==> src/rtl/mvm_pkg.sv <==
// Shared types and constants for the matrix-vector multiply controller.
package mvm_pkg;

    localparam int IN_W  = 10;
    localparam int OUT_W = 20;

    // Accumulator clamp limits, used only when saturation is compiled in.
    localparam logic [OUT_W-1:0] SAT_MAX = 20'h7FFFF;
    localparam logic [OUT_W-1:0] SAT_MIN = 20'h80000;

    typedef enum logic [1:0] {
        LOAD_M  = 2'd0,
        LOAD_X  = 2'd1,
        COMPUTE = 2'd2,
        OUTPUT  = 2'd3
    } mvm_state_e;

endpackage

==> src/rtl/mvm_sat_acc.sv <==
// Registered multiply-accumulate for one matrix row.
// Define MVM_SAT_EN to clamp each accumulate step at the 20-bit signed limits;
// otherwise the sum wraps modulo 2^20.
module mvm_sat_acc
    import mvm_pkg::*;
(
    input  logic             clk,
    input  logic             reset,
    input  logic             load,
    input  logic             en,
    input  logic [IN_W-1:0]  a,
    input  logic [IN_W-1:0]  b,
    output logic [OUT_W-1:0] acc
);

    logic [OUT_W-1:0] prod_s;
    logic [OUT_W-1:0] next_s;

    // A 10x10 signed product always fits in 20 bits, so the low 20 bits of the
    // sign-extended multiply are the exact result.
    assign prod_s = {{(OUT_W-IN_W){a[IN_W-1]}}, a} * {{(OUT_W-IN_W){b[IN_W-1]}}, b};

`ifdef MVM_SAT_EN
    logic [OUT_W:0] sum_s;

    assign sum_s = {acc[OUT_W-1], acc} + {prod_s[OUT_W-1], prod_s};

    // Clamp when the two top bits of the widened sum disagree (signed overflow).
    always_comb begin
        next_s = sum_s[OUT_W-1:0];
        if (sum_s[OUT_W] != sum_s[OUT_W-1]) begin
            next_s = sum_s[OUT_W] ? SAT_MIN : SAT_MAX;
        end else begin
            next_s = sum_s[OUT_W-1:0];
        end
    end
`else
    assign next_s = acc + prod_s;
`endif

    // Accumulator register: load starts a row, en adds the next product.
    always_ff @(posedge clk) begin
        if (!reset) begin
            acc <= {OUT_W{1'b0}};
        end else if (load) begin
            acc <= prod_s;
        end else if (en) begin
            acc <= next_s;
        end else begin
            acc <= acc;
        end
    end

endmodule

==> src/rtl/mvm_mac_ctrl.sv <==
// Matrix-vector multiply controller: loads an NxN matrix (row-major) and an
// N-vector over a valid/ready stream, then emits y[i] = sum_k M[i][k]*x[k]
// one row at a time. Optional saturation: define MVM_SAT_EN.
module mvm_mac_ctrl
    import mvm_pkg::*;
#(
    parameter int N = 3
) (
    input  logic             clk,
    input  logic             reset,
    input  logic             s_valid,
    output logic             s_ready,
    input  logic [IN_W-1:0]  s_data,
    output logic             m_valid,
    input  logic             m_ready,
    output logic [OUT_W-1:0] m_data
);

    localparam int AW = $clog2(N*N);
    localparam int XW = $clog2(N);

    mvm_state_e      state_r;
    logic [AW-1:0]   cnt_r;
    logic [XW-1:0]   row_r;
    logic [XW-1:0]   col_r;

    logic [IN_W-1:0] m_mem_r [N*N];
    logic [IN_W-1:0] x_mem_r [N];

    logic            accept_s;
    logic [AW-1:0]   m_idx_s;
    logic [IN_W-1:0] op_a_s;
    logic [IN_W-1:0] op_b_s;
    logic            acc_load_s;
    logic            acc_en_s;

    assign accept_s = s_valid && s_ready;
    assign m_idx_s  = AW'(row_r) * AW'(N) + AW'(col_r);
    assign op_a_s   = m_mem_r[m_idx_s];
    assign op_b_s   = x_mem_r[col_r];

    // Operand storage; contents are only meaningful for the job being loaded.
    always_ff @(posedge clk) begin
        if (accept_s && (state_r == LOAD_M)) begin
            m_mem_r[cnt_r] <= s_data;
        end
        if (accept_s && (state_r == LOAD_X)) begin
            x_mem_r[cnt_r[XW-1:0]] <= s_data;
        end
    end

    // Column 0 of each row restarts the accumulator, later columns add to it.
    always_comb begin
        acc_load_s = 1'b0;
        acc_en_s   = 1'b0;
        if (state_r == COMPUTE) begin
            acc_load_s = (col_r == XW'(0));
            acc_en_s   = (col_r != XW'(0));
        end else begin
            acc_load_s = 1'b0;
            acc_en_s   = 1'b0;
        end
    end

    mvm_sat_acc u_acc (
        .clk   (clk),
        .reset (reset),
        .load  (acc_load_s),
        .en    (acc_en_s),
        .a     (op_a_s),
        .b     (op_b_s),
        .acc   (m_data)
    );

    // Job sequencing: load matrix, load vector, then compute/emit each row.
    always_ff @(posedge clk) begin
        if (!reset) begin
            state_r <= LOAD_M;
            cnt_r   <= AW'(0);
            row_r   <= XW'(0);
            col_r   <= XW'(0);
            s_ready <= 1'b1;
            m_valid <= 1'b0;
        end else begin
            case (state_r)
                LOAD_M: begin
                    if (accept_s) begin
                        if (cnt_r == AW'(N*N-1)) begin
                            cnt_r   <= AW'(0);
                            state_r <= LOAD_X;
                        end else begin
                            cnt_r <= cnt_r + AW'(1);
                        end
                    end
                end
                LOAD_X: begin
                    if (accept_s) begin
                        if (cnt_r == AW'(N-1)) begin
                            cnt_r   <= AW'(0);
                            row_r   <= XW'(0);
                            col_r   <= XW'(0);
                            s_ready <= 1'b0;
                            state_r <= COMPUTE;
                        end else begin
                            cnt_r <= cnt_r + AW'(1);
                        end
                    end
                end
                COMPUTE: begin
                    if (col_r == XW'(N-1)) begin
                        col_r   <= XW'(0);
                        m_valid <= 1'b1;
                        state_r <= OUTPUT;
                    end else begin
                        col_r <= col_r + XW'(1);
                    end
                end
                OUTPUT: begin
                    if (m_ready) begin
                        m_valid <= 1'b0;
                        if (row_r == XW'(N-1)) begin
                            row_r   <= XW'(0);
                            s_ready <= 1'b1;
                            state_r <= LOAD_M;
                        end else begin
                            row_r   <= row_r + XW'(1);
                            state_r <= COMPUTE;
                        end
                    end
                end
                default: begin
                    state_r <= LOAD_M;
                    cnt_r   <= AW'(0);
                    row_r   <= XW'(0);
                    col_r   <= XW'(0);
                    s_ready <= 1'b1;
                    m_valid <= 1'b0;
                end
            endcase
        end
    end

endmodule
==> config.mk <==
export PLATFORM = sky130hd
export DESIGN_NAME = mvm_mac_ctrl
export DESIGN_NICKNAME = d
export VERILOG_FILES = /design/src/rtl/mvm_pkg.sv /design/src/rtl/mvm_sat_acc.sv /design/src/rtl/mvm_mac_ctrl.sv
export SDC_FILE = /design/constraint.sdc
export NUM_CORES = 1
export LEC_CHECK = 0
export CAP_MARGIN = 10
export CORE_MARGIN = 10
export CORE_UTILIZATION = 45
export CTS_BUF_LIST = sky130_fd_sc_hd__clkbuf_4
export CTS_CLUSTER_DIAMETER = 50
export DETAILED_ROUTE_END_ITERATION = 12
export PLACE_DENSITY_LB_ADDON = 0.08
export SLEW_MARGIN = 20
export SYNTH_ARGS = -nofsm -noshare
export SYNTH_HDL_FRONTEND = slang
export SYNTH_SLANG_ARGS = --single-unit
==> constraint.sdc <==
create_clock -name clk -period 11.97 [get_ports clk]
set_input_delay 2.9925 -clock clk [delete_from_list [all_inputs] [get_ports clk]]
set_output_delay 2.9925 -clock clk [all_outputs]
set_load 0.01 [all_outputs]
# Yosys cells after proc, flatten, opt, wreduce, memory -nomap -nowiden
# Memory sizes are Yosys's and may differ from the RTL's. A register that Yosys moved wholly into a read port is not among the register bits.
# Cells that the tools add are included.
# W data, S select, Z words.
[word_totals]
latch_bits = 0
n_memories = 2
in_bits = 14
ram_bits = 120
reg_bits = 32
out_inout_bits = 22
mem_bits_ro = 0
[classes]
n_addsub = 5
n_div = 0
n_lt_le_gt_ge = 0
mul = 2
n_eq_ne = 14
reduce_logical = 17
muxes = 38
n_bitwise = 0
shift = 0
[memory_table]
columns = ["memory", "depth", "width", "read_ports", "rd_ports_with_merged_regs", "write_ports", "line_no", "rtl"]
rows = [
  ["m_mem_r", 9, 10, 1, 0, 1, "mvm_mac_ctrl.sv:27", "logic [IN_W-1:0] m_mem_r [N*N];"],
  ["x_mem_r", 3, 10, 1, 1, 1, "mvm_mac_ctrl.sv:28", "logic [IN_W-1:0] x_mem_r [N];"],
]
[op_table]
columns = ["cell", "count"]
rows = [
  ["$mux W20", 2],
  ["$mux W2", 14],
  ["$add A20 B20 Y20", 1],
  ["$mul A10 B10 Y20", 1],
  ["$mux W4", 4],
  ["$mux W1", 12],
  ["$reduce_bool A2 Y1", 6],
  ["$reduce_and A3 Y1", 3],
  ["$eq A2 B2 Y1 const B", 4],
  ["$ne A2 B2 Y1 const B", 4],
  ["$pmux W2 S2", 2],
  ["$pmux W2 S4", 1],
  ["$pmux W4 S2", 1],
  ["$ne A2 B1 Y1 const B", 3],
  ["$reduce_and A6 Y1", 1],
  ["$reduce_and A5 Y1", 1],
  ["$add A2 B1 Y2 const B", 2],
  ["$add A4 B1 Y4 const B", 1],
  ["$add A4 B2 Y4", 1],
  ["$eq A4 B2 Y1 const B", 1],
  ["$eq A4 B4 Y1 const B", 1],
  ["$logic_not A2 Y1", 2],
  ["$mul A2 B2 Y4 const B", 1],
  ["$pmux W1 S2", 2],
  ["3 further kinds", 5],
]

# Longest topological paths before layout
# An unclocked memory read counts as a cell.
[depth]
ltp_word = 7
mapped_depth = 38

# Modules after synthesis
# Synthesis repeated with hierarchy kept, for this count alone.
[hier_totals]
hier_cells = 1064
area_unflattened_um2 = 11345.9
[modules_own_cells]
columns = ["module", "area_per_inst_um2", "cells_each", "n_inst", "seq_area_each_um2"]
rows = [
  ["mvm_sat_acc", 5856.9, 692, 1, 400.4],
  ["mvm_mac_ctrl", 5489.0, 372, 1, 3883.7],
]

# Worst setup path before layout
# No wires, ideal clock.
[synth_path]
path_kind = "register to register"
start = "register row_r[0]"
end = "register u_acc.acc[19]"
path_stages_with_launch = 36
period_less_slack_ns = 8.381
n_path_buf = 1
path_slack_ns = 3.589
required_time_ns = 11.837
arrival_ns = 8.248
cell_sequence = "dfxtp_1 > inv_1 > fa_1 > inv_1 > ha_1 > inv_1 > fa_1 > clkbuf_1 > mux2i_1 > a21oi_1 > nand2_1 > fa_1 > inv_1 > fa_1 > inv_1 > fa_1 > inv_1 > fa_1 > inv_1 > fa_1 > inv_1 > ha_1 > nor3_1 > nor2_2 > nand2_1 > o211ai_2 > a2111oi_2 > or3_4 > o311ai_4 > ha_1 > nand3_1 > o31ai_1 > nand2_2 > and3_1 > a31oi_1 > a31oi_1"
[synth_via]
elab_chain_cells = 7
[synth_rtl]
columns = ["item", "line_no", "rtl"]
rows = [
  ["start, declared", "mvm_mac_ctrl.sv:24", "logic [XW-1:0] row_r;"],
  ["start signal, assigned", "mvm_mac_ctrl.sv:126", "row_r <= row_r + XW'(1);"],
  ["$mul A2 B2 Y4 *", "mvm_mac_ctrl.sv:38", "assign m_idx_s = AW'(row_r) * AW'(N) + AW'(col_r);"],
  ["$add A4 B2 Y4 *", "mvm_mac_ctrl.sv:38", ""],
  ["$mem_v2 Z9 W10 *", "n/a", ""],
  ["$mul A10 B10 Y20 *", "mvm_sat_acc.sv:21", "assign prod_s = {{(OUT_W-IN_W){a[IN_W-1]}}, a} * {{(OUT_W-IN_W){b[IN_W-1]}}, b};"],
  ["$add A20 B20 Y20", "mvm_sat_acc.sv:38", "assign next_s = acc + prod_s;"],
  ["$mux W20", "mvm_sat_acc.sv:47", "end else if (en) begin"],
  ["$mux W20 *", "mvm_sat_acc.sv:45", "end else if (load) begin"],
  ["end signal, assigned", "mvm_sat_acc.sv:44", "acc <= {OUT_W{1'b0}};"],
  ["end signal, assigned", "mvm_sat_acc.sv:46", "acc <= prod_s;"],
  ["end signal, assigned", "mvm_sat_acc.sv:48", "acc <= next_s;"],
  ["end, declared", "mvm_sat_acc.sv:13", "output logic [OUT_W-1:0] acc"],
]
# Every way passes the cells marked *; elsewhere a longest branch is shown, timed or not. The select of a mux whose other input is x is not followed.
# A chain may end at the register's enable or synchronous reset.

# Final worst setup path
# Ends and elaborated chain as after synthesis.

==> summary.md <==
| Metric | Value |
|---|---|
| WP depth | 32 |
| Synth Area in Simple Gates | 0.117 |
| RSZ-0062 raised after global routing | no |
| Die H | 177 µm |
| Period utilisation layout | 0.797 |
| Top-Level Pins | 36 |
| Final nets | 1223 |
| DP HPWL | 17.6 mm |
| Minimum clock period | 9540 ps |
| CP Launch Type | flip-flop |
| Die Area | 31300 µm² |
| Total global routing overflow | 0 |
| Fin. max-slew vios | 0 |
| Placed cell area | 11800 µm² |
| Most frequent cells in the layout | inv_1 (148), edfxtp_1 (120), nand2_1 (107) |
| R2R cell count | 32 |
| Clock buffer depth | 2 |
| # hold bufs at CTS | 0 |
| Final hold vios | 0 |
| Post-CTS setup buffer count | 0 |
| Inserted Clock Buffers | 17 |
| Slew Limit Headroom | 0.302 |
| Critical path arrival | 10020 ps |
| LEAKAGE | 0.00499 µW |
| Port buffer count | 35 |
| Largest family of logic cells by synthesized area | adder cells |
| Post-synthesis sequential area ratio | 0.386 |
| First-pass GRT wire length | 37.9 mm |
| Max cap viols | 0 |
| FF+latch count, synth | 154 |
| Site Rows | 57 |
| Number of global-route vias before repair | 7260 |
| Critical Path End Type | flip-flop |
| Req. time, crit path | 12450 ps |
| Worst slew pin tran | 1040 ps |
| Worst min path class | flip-flop to flip-flop |
| Crit path top cell by count | inv_1 |
| Per-cell routed wire length | 16.7 µm |
| Slowest stage cell on the critical path | ha_1 |
| CTS sink cnt | 154 |
| Top-area cell type share of the netlist area | 0.325 |
| Core ar. | 24300 µm² |
| Root Buffer | clkbuf_4 |
| EDFF count, synth | 120 |
| Post-synth ARST share | 0 |
| Cell area after technology mapping | 11100 µm² |
| Area added between synthesis and finish | 9.25% |
| Post-Syn Area per Cell | 11.1 µm² |
| CTS resizes | 0 |
| Final GP Congestion | 0.823 |
| Fmax | 105 MHz |
| Largest net degree at the start of global routing | 36 |
| Setup CP Type | flip-flop to flip-flop |
| Chip Width | 177 µm |
| CTS tree | done |
| Via Count | 7087 |
| Sum of negative setup slack | 0 ps |
| Largest cells by area after synthesis | edfxtp_1 (32%), fa_1 (17%), ha_1 (8.9%) |
| Power Dens Cells | 201 nW/µm² |
| Setup violators final | 0 |
| Post-synthesis adder-cell area fraction | 0.259 |
| Net Count, Synth | 1184 |
| Antenna Nets Post-Route | 0 |
| Max incr delay on CP | 890 ps |
| Avg Vias per Cell | 5.16 |
| Post-Synth XOR/XNOR Area | 0.0300 |
| Initial antenna violation count | 1 |
| Initial Util | 0.456 |
| Commonest non-fill, non-tap cell in the layout | inv_1 |
| Worst-Skew Late Latency | 560 ps |
| First-iteration detailed-routing DRC count | 403 |
| Final WS setup | 2430 ps |
| Fin Clk Skew | 40.1 ps |
| Layout cells sized above 1 | 0.0772 |
| Number of distinct library cells after synthesis | 61 |
| Mapped Cells | 997 |
| DRC viols | 0 |
| Cell area after layout | 12100 µm² |
| Clk slew on worst S/H paths | 160 ps |
| Compound-Gate Fraction of Synth Area | 0.0892 |
| Dpl cells | 1341 |
| Worst hold path depth | 2 |
| YS warnings | 0 |
| Cell family with most CP delay | adder cells |
| VDD IR max | 129 µV |
| Fraction of synthesized area in multiplexers | 0.0596 |
| Util after Layout | 0.498 |
| Synth area leader | edfxtp_1 |
| Fin cells | 1374 |
| Pre-CTS setup slack | 2440 ps |
| DRT Pass-1 Iters | 7 |
| Total wire length | 22.9 mm |
| Status | finished, final reports clean |
| Maximum fanout along the worst path | 20 |
| Worst Path Buf+Inv | 7 |
| GRT Total Usage | 0.151 |
| H-tree levels | 4 |
| Main synth FF type | edfxtp_1 |
==> synth_stat cells (2+ instances only) <==
library cell	count
o21bai_1	2
o21ai_1	6
a311oi_1	9
o31a_1	2
buf_1	3
buf_4	2
nand2_2	2
o21ai_0	22
o311ai_4	2
and2_1	31
o21a_1	9
nor2_1	66
a22oi_1	2
fa_1	94
nand4_1	4
nand2_1	107
nor4_2	2
xnor2_1	30
or3_1	2
or2_2	4
and3_1	7
a21o_1	7
a31oi_1	11
a31oi_4	2
nand3_1	14
mux2i_1	21
o211ai_1	2
o211ai_2	2
clkbuf_1	15
nor4_1	3
nor3_1	9
dfxtp_1	34
buf_2	2
ha_1	79
mux4_2	20
a21oi_1	46
edfxtp_1	120
xor2_1	8
a211oi_1	5
inv_1	148
o31ai_1	4
nor2b_1	18
==> flip-flops by register name (all words and copies together), names as in the netlist, named ones only <==
name	count
x_mem_r	30
m_mem_r	90
s_ready	1
state_r	2
cnt_r	4
row_r	2
m_valid	1
col_r	2
u_acc.acc	20
==> worst min-delay path: stages (launching register included) <==
cell and delay, ps:
dfxtp_1 350, nand2_1 60, a21oi_1 50
==> logic make-up after synthesis <==
logic type / Yosys count
and+or+nand+nor: 277
adders and majority gates: 173
buffers and inverters: 171
DFF: 154
AOI/OAI and AO/OA: 143
muxes: 41
xor gates and xnor gates: 38
==> power by group <==
group	total, µW	switching [µW]	internal, µW	leakage [µW]
Sequential	586	2.47	584	0.00136
Clock	355	223	132	0.000166
Combinational	1490	877	615	0.00346
==> through the flow <==
| step | hold WS, ps | power, µW |
|---|---|---|
| floorplan | 449 | 1790 |
| global placement | 465 | 2100 |
| detailed placement | 472 | 2110 |
| CTS | 489 | 2460 |
| global route | 514 | 2660 |
| finish | 486 | 2430 |
==> layout make-up <==
cell class	instances	area [µm²]
antenna	1	2.50
clock buffer	17	128
clock inverter	15	178
fill	2207	12200
inverter	149	559
multi-input combinational	672	6160
sequential	154	4280
tap	324	405
timing repair buffer	42	403
==> per-layer routing <==
metal,up-vias,global-route usage,share of wire
li1,3474,-,-
met4,0,0.0396,0.011
met3,19,0.0247,0.025
met2,102,0.262,0.51
met1,3492,0.192,0.46
met5,-,0,0
==> final timing paths <==
check	from	endpoint	slack, ps
hold reg to reg	row_r[1]	row_r[1]	490
setup / recovery	row_r[0]	u_acc.acc[19]	2430
hold / removal	row_r[1]	row_r[1]	490
setup reg to reg	row_r[0]	u_acc.acc[19]	2430
(Power assumes the default switching activity.)
